$ cat src/rtl/addsub_pkg.sv
// Shared types for the bit-serial add/subtract controller.
// FSM state encoding and the count-width helper.
package addsub_pkg;

  typedef enum logic [1:0] {
    IDLE,
    RUN,
    DONE
  } state_t;

  function automatic int cnt_w(input int w);
    int n;
    n = 1;
    while ((1 << n) < w) n++;
    return n;
  endfunction

endpackage

$ cat src/rtl/fa_nand.sv
// One-bit full adder built purely from two-input NAND gates.
// Shared by the serial controller for every bit position.
module fa_nand (
  input  logic a,
  input  logic b,
  input  logic ci,
  output logic s,
  output logic co
);

  wire n1, n2, n3, x1;
  wire n4, n5, n6;

  // first stage forms a^b, second stage folds in the carry
  nand g1 (n1, a, b);
  nand g2 (n2, a, n1);
  nand g3 (n3, b, n1);
  nand g4 (x1, n2, n3);
  nand g5 (n4, x1, ci);
  nand g6 (n5, x1, n4);
  nand g7 (n6, ci, n4);
  nand g8 (s, n5, n6);
  nand g9 (co, n4, n1);

endmodule

$ cat src/rtl/serial_addsub_ctrl.sv
// Bit-serial add/subtract, LSB first, one shared full-adder cell.
// Define SERIAL_ADDSUB_OVF_EN to add the registered signed-overflow port ovf.
module serial_addsub_ctrl
  import addsub_pkg::*;
#(
  parameter int WIDTH = 8
) (
  input  logic             clk,
  input  logic             rst_n,
  input  logic             in_valid,
  output logic             in_ready,
  input  logic [WIDTH-1:0] a,
  input  logic [WIDTH-1:0] b,
  input  logic             sub,
  output logic             out_valid,
  input  logic             out_ready,
  output logic [WIDTH-1:0] result,
  output logic             cout,
  output logic             busy
`ifdef SERIAL_ADDSUB_OVF_EN
  ,
  output logic             ovf
`endif
);

  localparam int CW = cnt_w(WIDTH);
  localparam logic [CW-1:0] LAST = CW'(WIDTH - 1);

  state_t           state;
  logic [WIDTH-1:0] opa;
  logic [WIDTH-1:0] opb;
  logic [WIDTH-1:0] acc;
  logic [CW-1:0]    count;
  logic             carry;
  logic             co_r;
  logic             valid;
  logic             sum;
  logic             co;
`ifdef SERIAL_ADDSUB_OVF_EN
  logic             ovf_r;
`endif

  fa_nand u_fa (
    .a  (opa[0]),
    .b  (opb[0]),
    .ci (carry),
    .s  (sum),
    .co (co)
  );

  always_ff @(posedge clk or negedge rst_n) begin
    if (!rst_n) begin
      state <= IDLE;
      opa   <= '0;
      opb   <= '0;
      acc   <= '0;
      count <= '0;
      carry <= 1'b0;
      co_r  <= 1'b0;
      valid <= 1'b0;
`ifdef SERIAL_ADDSUB_OVF_EN
      ovf_r <= 1'b0;
`endif
    end else begin
      unique case (state)
        IDLE: begin
          if (in_valid) begin
            // subtract as a + ~b + 1
            opa   <= a;
            opb   <= b ^ {WIDTH{sub}};
            carry <= sub;
            count <= '0;
            state <= RUN;
          end
        end
        RUN: begin
          opa   <= opa >> 1;
          opb   <= opb >> 1;
          acc   <= {sum, acc[WIDTH-1:1]};
          carry <= co;
          count <= count + CW'(1);
          if (count == LAST) begin
            count <= '0;
            co_r  <= co;
            valid <= 1'b1;
            state <= DONE;
`ifdef SERIAL_ADDSUB_OVF_EN
            ovf_r <= carry ^ co;
`endif
          end
        end
        DONE: begin
          if (out_ready) begin
            valid <= 1'b0;
            state <= IDLE;
          end
        end
        default: state <= IDLE;
      endcase
    end
  end

  assign in_ready  = rst_n & (state == IDLE);
  assign busy      = (state != IDLE);
  assign out_valid = valid;
  assign result    = acc;
  assign cout      = co_r;
`ifdef SERIAL_ADDSUB_OVF_EN
  assign ovf       = ovf_r;
`endif

endmodule

$ cat config.mk
export PLATFORM = sky130hd
export DESIGN_NAME = serial_addsub_ctrl
export DESIGN_NICKNAME = d
export VERILOG_FILES = /design/src/rtl/addsub_pkg.sv /design/src/rtl/fa_nand.sv /design/src/rtl/serial_addsub_ctrl.sv
export SDC_FILE = /design/constraint.sdc
export NUM_CORES = 1
export LEC_CHECK = 0
export ABC_AREA = 1
export BUFFER_PORTS_ARGS = -buffer_cell sky130_fd_sc_hd__clkbuf_2
export CAP_MARGIN = 5
export CORE_ASPECT_RATIO = 0.75
export CORE_MARGIN = 2
export CORE_UTILIZATION = 37
export DETAILED_ROUTE_END_ITERATION = 10
export PLACE_DENSITY_LB_ADDON = 0.25
export SLEW_MARGIN = 25
export SYNTH_ARGS = -nofsm -noshare
export SYNTH_HDL_FRONTEND = slang
export SYNTH_SLANG_ARGS = --single-unit
$ cat constraint.sdc
create_clock -name clk -period 1.3 [get_ports clk]
set_input_delay 0.26 -clock clk [delete_from_list [all_inputs] [get_ports clk]]
set_output_delay 0.26 -clock clk [all_outputs]
set_load 0.1 [all_outputs]
# Word level (Yosys, flattened, before mapping)
# Index checks and enable logic that the tools add are counted.
# word_totals
ff_bits	32
in_bits	21
out_inout_bits	12
elab_cells	59
# op_classes
n_addsub	1
n_eq_ne	6
muxes	16
bitwise	20
n_reduce_logical	8
# op_table
operator	n
8-bit one-hot mux with 2 select lines	2
8-bit two-way mux	2
1-bit bitwise AND	10
1-bit inverter	9
8-bit bitwise XOR	1
2-bit two-way mux	3
3-bit two-way mux	2
2-bit != test (second input constant)	3
2-bit one-hot mux with 3 select lines	1
3-bit one-hot mux with 2 select lines	1
3-bit AND reduction	2
2-bit nonzero test	3
1-bit one-hot mux with 2 select lines	2
2-bit AND reduction	2
3-bit by 1-bit adder with 3-bit output (second input constant)	1
3-bit == test (second input constant)	1
1-bit two-way mux	3
2-bit by 1-bit == test with 1-bit output (second input constant)	1
2-bit == test (second input constant)	1
2-bit logical NOT	1

# Depth between registers and ports, before layout
# Gate-level depths: netlist of the first run.
# logic_depth
depth_word	12
mapped_depth	6
mapped_depth_nobuf	6

# By module
# A second synthesis of the first run with hierarchy kept.
# hier_totals
hier_cells	193
area_unflattened_um2	1570.3
# modules_own_cells
module	instances	cells_per_inst	area_each_um2	seq_area_each_um2
serial_addsub_ctrl	1	192	1550.2	800.8
fa_nand	1	1	20.0	0.0

# Worst setup path after synthesis of the first run
# Ideal clock, no wire load.
# synth_path
path_kind	register -> output
startpoint	register state[0]
endpoint	output port in_ready
arrival_ps	2283
required_ps	1040
slack_ps	-1243
stages_incl_launch_ff	4
n_path_buf	0
cell_sequence	dfrtp_1 > inv_1 > nand2_2 > nor2_1
# synth_via
elab_chain_len	2
# synth_rtl
element	line	text
start, declared	serial_addsub_ctrl.sv:29	state_t state;
start signal, assigned	serial_addsub_ctrl.sv:53	state <= IDLE;
start signal, assigned	serial_addsub_ctrl.sv:73	state <= RUN;
start signal, assigned	serial_addsub_ctrl.sv:86	state <= DONE;
2-bit logical NOT	serial_addsub_ctrl.sv:103	assign in_ready = rst_n & (state == IDLE);
1-bit bitwise AND	serial_addsub_ctrl.sv:103	
end, declared	serial_addsub_ctrl.sv:11	output logic in_ready,
# Every way passes these cells.

# Worst setup path in the final report of the first run
# layout_path
startpoint	register state[1]
endpoint	output port in_ready
# Same word-level chain as after synthesis.

==> flow_metrics.env, run 1 <==
export IMPL_clkLatencyLatePin_ns=0.27
export IMPL_firstDrtPassIters=4
export IMPL_max_freq_mhz=721.7
export IMPL_clk_pin_slew_worst_paths_ns=0.06
export IMPL_rr_worst_depth=7
export IMPL_routabilityCongestion=0.7674
export IMPL_arrival_ns=1.13
export IMPL_die_y_um=60.82
export IMPL_place_area_sq_um=2058
export IMPL_synth_seq_cells=32
export IMPL_ant_nets=0
export IMPL_vdd_ir_drop_worst_mv=1.089
export IMPL_grt_max_degree=33
export IMPL_critical_path_required_ns=1.04
export IMPL_layout_setup_ws_ns=-0.08560
export IMPL_synth_top_family_by_area="simple AND/OR/NAND/NOR gates"
export IMPL_ctsHoldBuffers=0
export IMPL_synth_xor_area_share_pct=0.5499
export IMPL_synth_mux_area_share_pct=0
export IMPL_cp_slowest_cell="dfrtp_1"
export IMPL_cts_max_path_buffers=2
export IMPL_fin_skew_ns=0.004177
export IMPL_synthAdderAreaFrac_pct=3.614
export IMPL_max_slew_margin_pct=72.90
export IMPL_pwr_share_comb_pct=58.0
export IMPL_cts_tree="yes"
export IMPL_die_w_um=79.76
export IMPL_grtUsageTotal_pct=15.95
export IMPL_yosysSeqAreaShare_pct=50.27
export IMPL_clockRootBuffer="clkbuf_8"
export IMPL_min_period_ns=1.386
export IMPL_crit_path_cell_trace="inv_4 -> nand2_8 -> nor2_4 -> buf_12"
export IMPL_power_share_sequential_pct=29.1
export IMPL_synthSimpleGateAreaFrac_pct=32.76
export IMPL_syn_inst=192
export IMPL_rrSetupSlack_ns=0.03
export IMPL_overflow=0
export IMPL_drive_above_1_share_pct=29.83
export IMPL_fin_crit_sh_pct=106.6
export IMPL_critPathLaunchType="flip-flop"
export IMPL_worst_r2r_endpoint="opb[4]"
export IMPL_vias_per_cell=4.792
export IMPL_crit_type="reg2out"
export IMPL_hold_viol=0
export IMPL_seqCellArea_sq_um=807.0
export IMPL_hold_ws_ns=0.01448
export IMPL_initial_core_util_pct=38.81
export IMPL_setup_viol=1
export IMPL_multi_input_area_sq_um=688.2
export IMPL_grt_setup_unrepaired="yes"
export IMPL_max_stage_delay_ns=0.42
export IMPL_cts_sink_count=32
export IMPL_wl_per_cell_um=11.62
export IMPL_final_cell_area_sq_um=2221
export IMPL_routed_via_count=1404
export IMPL_switching_share_pct=46.95
export IMPL_numCtsBuffers=5
export IMPL_intPower_w=0.003151
export IMPL_port_buffers=32
export IMPL_grt_pass1_vias=1284
export IMPL_drv_cap=0
export IMPL_crit_path_max_fanout=3
export IMPL_reg2reg_from="state[1]"
export IMPL_outcome="finished, violations left"
export IMPL_crit_path_end="in_ready"
export IMPL_synth_compound_area_share_pct=4.713
export IMPL_finalMaxSlewViolations=0
export IMPL_pwr_share_clk_pct=12.9
export IMPL_drt_iter0_drc=57
export IMPL_worstHoldPathType="in2async"
export IMPL_wl_mm=3.404
export IMPL_syn_to_final_growth_pct=39.43
export IMPL_coreArea_sq_um=4104
export IMPL_layout_nets=262
export IMPL_grt_pass1_wl_mm=5.871
export IMPL_p_leak_nw=1.148
export IMPL_ios=33
export IMPL_p_sw_w=0.002789
export IMPL_antenna_found_initial=0
export IMPL_cp_startpoint="state[1]"
export IMPL_violations="negative setup slack"
export IMPL_worstSetupEndpointType="output port"
export IMPL_drc=0
export IMPL_ys_warn_count=0
export IMPL_nFillCells=411
export IMPL_num_antenna_cells=0
export IMPL_yosysUniqueCellTypes=20
export IMPL_cts_htree_levels=2
export IMPL_synth_avg_cell_area_sq_um=8.296
export IMPL_dieArea_sq_um=4851
export IMPL_rows=20
export IMPL_syn_nets=217
export IMPL_dp_final_hpwl_mm=2.346
export IMPL_syn_area_sq_um=1593
export IMPL_cellPowerDensity_nw_per_um2=2675
export IMPL_max_slew_worst_pin_slew_ns=0.4064
[synth_stat cells]
cell type / instances / area share, %
nand2_1: 67 / 16
nand3_1: 46 / 14
dfrtp_1: 32 / 50
inv_1: 15 / 3.5
buf_2: 5 / 1.6
o21ai_0: 4 / 1.3
o21ai_2: 4 / 2.2
ha_1: 3 / 2.4
nor2_1: 3 / 0.71
buf_4: 2 / 0.94
buf_6: 2 / 1.4
fa_1: 1 / 1.3
inv_2: 1 / 0.24
inv_4: 1 / 0.39
nand2_2: 1 / 0.39
nand2_4: 1 / 0.71
nor2_4: 1 / 0.71
o22ai_2: 1 / 0.79
o31ai_1: 1 / 0.47
xor2_1: 1 / 0.55
[kinds of logic after synthesis]
group | count (synthesis)
buf+inv | 26
simple gates | 119
fa+ha+maj | 4
flops | 32
xor+xnor | 1
compound gates | 10
[final cells by class]
type                            instances  area share (%)
Tap cell                               55           3.099
Clock buffer                            8           4.056
Inverter                               17           3.324
Multi-Input combinational cell        134           30.99
Timing Repair Buffer                   47           22.20
Sequential cell                        32           36.34
[routing by layer]
metal	vias to the layer above	share of wire [%]	track usage, %
met2	41	44	24.37
met1	655	49	22.94
met5	-	0	0
li1	704	-	-
met3	4	5.8	4.018
met4	0	0.91	4.358
[metrics by stage]
step / utilization (%) / worst slack, ns / total power (W) / TNS, ns / cells
finish: 54.12 / -0.08560 / 0.005941 / -0.08560 / 293
CTS: 53.23 / -0.08727 / 0.005888 / -0.08727 / 291
floorplan: - / -0.1984 / 0.003890 / -0.1984 / 192
global placement: 50.15 / 0.1061 / 0.004990 / 0 / 279
detailed placement: 50.15 / 0.08324 / 0.005028 / 0 / 279
global route: 54.12 / -0.1342 / 0.006315 / -0.5363 / 293
[flip-flops by register name, summed over array words and instances, names as in the netlist]
register and flops:
state 2, out_valid 1, cout 1, result 8, count 3, opa 8
carry 1, opb 8
[worst min-delay path by stage]
stage | startpoint | endpoint | slack (ns) | cells after the start
final | rst_n | opb[2] | 0.01 | 2
after global routing | rst_n | opb[4] | 0.06 | 2
after CTS | rst_n | opb[2] | 0.03 | 2
after detailed placement | rst_n | opb[2] | 0.33 | 2
after global placement | rst_n | opb[2] | 0.33 | 2
after floorplan | rst_n | carry | -0.04 | 0
[placed cells by master (no fill, tap or decap), drive strengths merged]
master	n
o22ai	1
inv	17
dfrtp	32
xor2	1
nand2	69
o21ai	8
nand3	46
ha	3
fa	1
nor2	4
clkbuf	28
buf	27
o31ai	1
[power by group through the flow]
stage	clock network [W]	logic, W	registers [W]
after CTS	0.000787	0.00337	0.00173
after floorplan	0	0.00130	0.00258
final	0.000766	0.00344	0.00173
after global routing	0.000834	0.00370	0.00178
after global placement	0	0.00325	0.00174
after detailed placement	0	0.00327	0.00176
[worst max-delay path, delay by kind of cell, from the launching register on]
family                 cells  cell delay [ns]
buffers and inverters      2             0.28
DFF                        1             0.42
and+or+nand+nor            2             0.16
[repair_timing]
action / 4_1_cts / 5_1_grt
setup endpoints to repair: 2 / 2
endpoints found under the hold margin: 0 / 0
resized for setup: 3 / 7
setup buffers: 4 / 2
pin swaps: 2 / 4
Power figures use the tool's default switching activity.
==> run 2, diff against run 1 <==
Settings changed: HOLD_SLACK_MARGIN set to 0.15.
==> run 2 against run 1 <==
The flow still finishes with violations (negative setup slack). Combinational power barely moved. Design area increased by 0.45%. Maximum frequency hardly changed. Die area is the same. Largest cell class unchanged. Largest power group unchanged.
==> flow_metrics.env, run 2 (same netlist as run 1, synthesis figures left out) <==
export IMPL_place_area_sq_um=2058
export IMPL_crit_path_max_fanout=3
export IMPL_ant_nets=0
export IMPL_fin_crit_sh_pct=106.7
export IMPL_vdd_ir_drop_worst_mv=1.089
export IMPL_num_antenna_cells=0
export IMPL_overflow=0
export IMPL_initial_core_util_pct=38.81
export IMPL_violations="negative setup slack"
export IMPL_globalRouteMet3Util_pct=4.018
export IMPL_dp_slack_ns=0.08324
export IMPL_clkLatencyLatePin_ns=0.27
export IMPL_use_met1_pct=22.94
export IMPL_port_buffers=32
export IMPL_clk_pin_slew_worst_paths_ns=0.06
export IMPL_cellPowerDensity_nw_per_um2=2664
export IMPL_critPathLaunchType="flip-flop"
export IMPL_mostFrequentLayoutCells="67 x nand2_1, 46 x nand3_1, 27 x dfrtp_1, 20 x clkbuf_2"
export IMPL_grtUsageTotal_pct=15.95
export IMPL_grt_pass1_vias=1284
export IMPL_max_slew_worst_pin_slew_ns=0.4000
export IMPL_crit_type="reg2out"
export IMPL_drv_cap=0
export IMPL_clockRootBuffer="clkbuf_8"
export IMPL_grt_pass1_wl_mm=5.871
export IMPL_worstHoldPathType="in2reg"
export IMPL_arrival_ns=1.13
export IMPL_die_y_um=60.82
export IMPL_firstDrtPassIters=4
export IMPL_dieArea_sq_um=4851
export IMPL_grt_max_degree=33
export IMPL_p_leak_nw=1.152
export IMPL_cts_max_path_buffers=2
export IMPL_dp_final_hpwl_mm=2.346
export IMPL_layout_nets=263
export IMPL_die_w_um=79.76
export IMPL_drc=0
export IMPL_wl_per_cell_um=11.58
export IMPL_setup_viol=1
export IMPL_drt_iter0_drc=45
export IMPL_antenna_found_initial=0
export IMPL_coreArea_sq_um=4104
export IMPL_wl_mm=3.405
export IMPL_grt_setup_unrepaired="yes"
export IMPL_hold_viol=0
export IMPL_ios=33
export IMPL_outcome="finished, violations left"
export IMPL_syn_to_final_growth_pct=40.06
export IMPL_cts_sink_count=32
export IMPL_met2_usage_pct=24.37
export IMPL_critical_path_required_ns=1.04
export IMPL_routed_via_count=1390
export IMPL_gr_max_usage_layer="met2"
export IMPL_worstHoldPathCells=3
export IMPL_layout_commonest_cell="nand2_1"
export IMPL_routabilityCongestion=0.7674
export IMPL_max_slew_margin_pct=73.33
export IMPL_nFillCells=410
export IMPL_layout_setup_ws_ns=-0.08662
export IMPL_numCtsBuffers=5
export IMPL_rr_worst_depth=7
export IMPL_rows=20
export IMPL_final_cell_area_sq_um=2231
export IMPL_worstSetupEndpointType="output port"
export IMPL_min_period_ns=1.387
export IMPL_drive_above_1_share_pct=29.71
export IMPL_vias_per_cell=4.728
export IMPL_cts_tree="yes"
export IMPL_fin_skew_ns=0.004297
export IMPL_cts_htree_levels=2
export IMPL_finalMaxSlewViolations=0
export IMPL_max_freq_mhz=721.2
run 2: per-stage QoR:
| step | total power (W) | std cells | TNS (ns) | hold WS, ns | utilization [%] |
|---|---|---|---|---|---|
| 2_1_floorplan | 0.003890 | 192 | -0.1984 | -0.03559 | - |
| 3_3_place_gp | 0.004990 | 279 | 0 | 0.3270 | 50.15 |
| 3_5_place_dp | 0.005028 | 279 | 0 | 0.3278 | 50.15 |
| 4_1_cts | 0.005890 | 292 | -0.08727 | 0.1729 | 53.48 |
| 5_1_grt | 0.006317 | 294 | -0.5363 | 0.1962 | 54.36 |
| 6_report | 0.005944 | 294 | -0.08662 | 0.1753 | 54.36 |
run 2: per-layer routing:
layer | share of wire [%] | vias to the layer above
met5 | 0 | -
met4 | 0.91 | 0
met3 | 5.7 | 4
met2 | 44 | 36
met1 | 49 | 646
li1 | - | 704
run 2: cell type report:
type	count	area (sq um)	area share, %
Sequential cell	32	807.0	36.17
Tap cell	55	68.82	3.085
Timing Repair Buffer	48	503.0	22.55
Clock buffer	8	90.09	4.038
Inverter	17	73.82	3.309
Multi-Input combinational cell	134	688.2	30.85
run 2: repair_timing:
item	in CTS	in global routing
resized for setup	3	7
setup buffers	4	2
hold endpoints to repair	32	0
pin swaps	2	4
setup endpoints to repair	2	2
hold buffers	1	0
run 2: final timing paths:
kind / startpoint / endpoint / slack, ns
min in group asynchronous: rst_n / opb[2] / 0.56
worst min-delay path: a[7] / opa[7] / 0.18
worst max-delay path: state[1] / in_ready / -0.09
max in group asynchronous: rst_n / result[5] / 0.43
worst max register to register: state[1] / opb[4] / 0.03
worst min register to register: opa[7] / opa[6] / 0.49
run 2: critical path, cell delays in order (launching register included):
cell and delay (ns):
dfrtp_1 0.42, inv_4 0.10, nand2_8 0.06, nor2_4 0.10, buf_12 0.18
run 2: report_power, final:
| part | total, W | internal [W] | switching [W] |
|---|---|---|---|
| clock network | 0.000767 | 0.000431 | 0.000335 |
| logic | 0.00345 | 0.00131 | 0.00214 |
| registers | 0.00173 | 0.00141 | 0.000316 |
| total | 0.00594 | 0.00315 | 0.00279 |
==> run 3, diff against run 2 <==
Settings changed: RECOVER_POWER set to 100.
==> run 3 against run 2 <==
The run still ends with negative setup slack left. Design area fell by 0.11%. Clock-buffer cell count did not move. Sequential share of layout area barely moved. Highest routed layer unchanged.
==> flow_metrics.env, run 3 (same netlist as run 1, synthesis figures left out) <==
export IMPL_dr_wl_met2_mm=1.504
export IMPL_outcome="finished, violations left"
export IMPL_coreArea_sq_um=4104
export IMPL_initial_core_util_pct=38.81
export IMPL_final_cell_area_sq_um=2228
export IMPL_m1WireLength_mm=1.676
export IMPL_reg2reg_from="state[1]"
export IMPL_critPathLaunchType="flip-flop"
export IMPL_cp_startpoint="state[1]"
export IMPL_cp_slowest_cell="dfrtp_1"
export IMPL_layout_nets=263
export IMPL_ios=33
export IMPL_drt_iter0_drc=45
export IMPL_rrSetupSlack_ns=0.03
export IMPL_ant_nets=0
export IMPL_dr_max_layer_used="met4"
export IMPL_syn_to_final_growth_pct=39.91
export IMPL_clk_pin_slew_worst_paths_ns=0.06
export IMPL_p_leak_nw=1.151
export IMPL_clockRootBuffer="clkbuf_8"
export IMPL_cts_tree="yes"
export IMPL_fin_crit_sh_pct=106.7
export IMPL_cts_max_path_buffers=2
export IMPL_cellPowerDensity_nw_per_um2=2667
export IMPL_numCtsBuffers=5
export IMPL_layout_setup_ws_ns=-0.08662
export IMPL_rows=20
export IMPL_antenna_found_initial=0
export IMPL_dp_slack_ns=0.08324
export IMPL_crit_path_end="in_ready"
export IMPL_wl_per_cell_um=11.58
export IMPL_violations="negative setup slack"
export IMPL_crit_type="reg2out"
export IMPL_clkLatencyLatePin_ns=0.27
export IMPL_grt_pass1_vias=1284
export IMPL_rr_worst_depth=7
export IMPL_num_antenna_cells=0
export IMPL_routed_via_count=1390
export IMPL_instances_no_fill=294
export IMPL_worstSetupEndpointType="output port"
export IMPL_layout_commonest_cell="nand2_1"
export IMPL_place_area_sq_um=2058
export IMPL_dieArea_sq_um=4851
export IMPL_max_slew_worst_pin_slew_ns=0.6968
export IMPL_wl_mm=3.405
export IMPL_finalMaxSlewViolations=0
export IMPL_worstHoldPathType="in2reg"
export IMPL_crit_path_cell_trace="inv_4 -> nand2_8 -> nor2_4 -> buf_12"
export IMPL_mostFrequentLayoutCells="67 x nand2_1, 46 x nand3_1, 27 x dfrtp_1, 20 x clkbuf_2"
export IMPL_max_stage_delay_ns=0.42
export IMPL_vias_per_cell=4.728
export IMPL_firstDrtPassIters=4
export IMPL_grtUsageTotal_pct=15.95
export IMPL_routabilityCongestion=0.7674
export IMPL_setup_viol=1
export IMPL_grt_max_degree=33
export IMPL_drc=0
export IMPL_grt_setup_unrepaired="yes"
export IMPL_max_freq_mhz=721.2
export IMPL_grt_pass1_wl_mm=5.871
export IMPL_min_period_ns=1.387
export IMPL_fin_skew_ns=0.004297
export IMPL_crit_path_max_fanout=3
export IMPL_max_slew_margin_pct=53.55
export IMPL_critical_path_required_ns=1.04
export IMPL_dr_wl_met3_um=193
export IMPL_overflow=0
export IMPL_cts_htree_levels=2
export IMPL_dp_final_hpwl_mm=2.346
export IMPL_drive_above_1_share_pct=29.71
export IMPL_hold_viol=0
export IMPL_drv_cap=0
export IMPL_dp_cells=279
export IMPL_die_y_um=60.82
export IMPL_vdd_ir_drop_worst_mv=1.089
export IMPL_die_w_um=79.76
export IMPL_port_buffers=32
export IMPL_cts_sink_count=32
export IMPL_worst_r2r_endpoint="opb[4]"
export IMPL_arrival_ns=1.13
[run 3: where the power goes]
group / switching [W] / internal, W
logic: 0.00214 / 0.00131
clock network: 0.000335 / 0.000431
registers: 0.000316 / 0.00141
[run 3: worst max-delay path: cells and delay by family, from the launching register on]
family	cells	cell delay [ns]
simple gates	2	0.16
buf+inv	2	0.28
flops	1	0.42
[run 3: metrics by stage]
step                      hold slack (ns)   TNS, ns  total power, W  utilization [%]
final                              0.1753  -0.08662        0.005943            54.30
after global routing               0.1962   -0.7534        0.006316            54.30
after CTS                          0.1729  -0.08727        0.005890            53.48
after detailed placement           0.3278         0        0.005028            50.15
after global placement             0.3270         0        0.004990            50.15
after floorplan                  -0.03559   -0.1984        0.003890                -
[run 3: how the worst min path moves through the flow]
stage               slack, ns  endpoint  depth (start not counted)  startpoint
floorplan               -0.04     carry                          0       rst_n
global placement         0.33    opb[2]                          2       rst_n
detailed placement       0.33    opb[2]                          2       rst_n
CTS                      0.17    opa[7]                          3        a[7]
global route             0.20    opa[7]                          3        a[7]
finish                   0.18    opa[7]                          3        a[7]
[run 3: timing repair]
item	4_1_cts	5_1_grt
hold buffers	1	0
resized for setup	3	7
setup buffers	4	2
endpoints found under the setup margin	2	2
endpoints found under the hold margin	32	0
pin swaps	2	4
[run 3: layout make-up]
class                      instances  area (sq um)
timing repair buffer              48         500.5
inverter                          17         73.82
fill                             410          1876
multi-input combinational        134         688.2
sequential                        32         807.0
tap                               55         68.82
clock buffer                       8         90.09
[run 3: routing by layer]
| metal | vias up | GRT usage (%) |
|---|---|---|
| met1 | 646 | 22.94 |
| met2 | 36 | 24.37 |
| met3 | 4 | 4.018 |
| met5 | - | 0 |
| li1 | 704 | - |
| met4 | 0 | 4.358 |
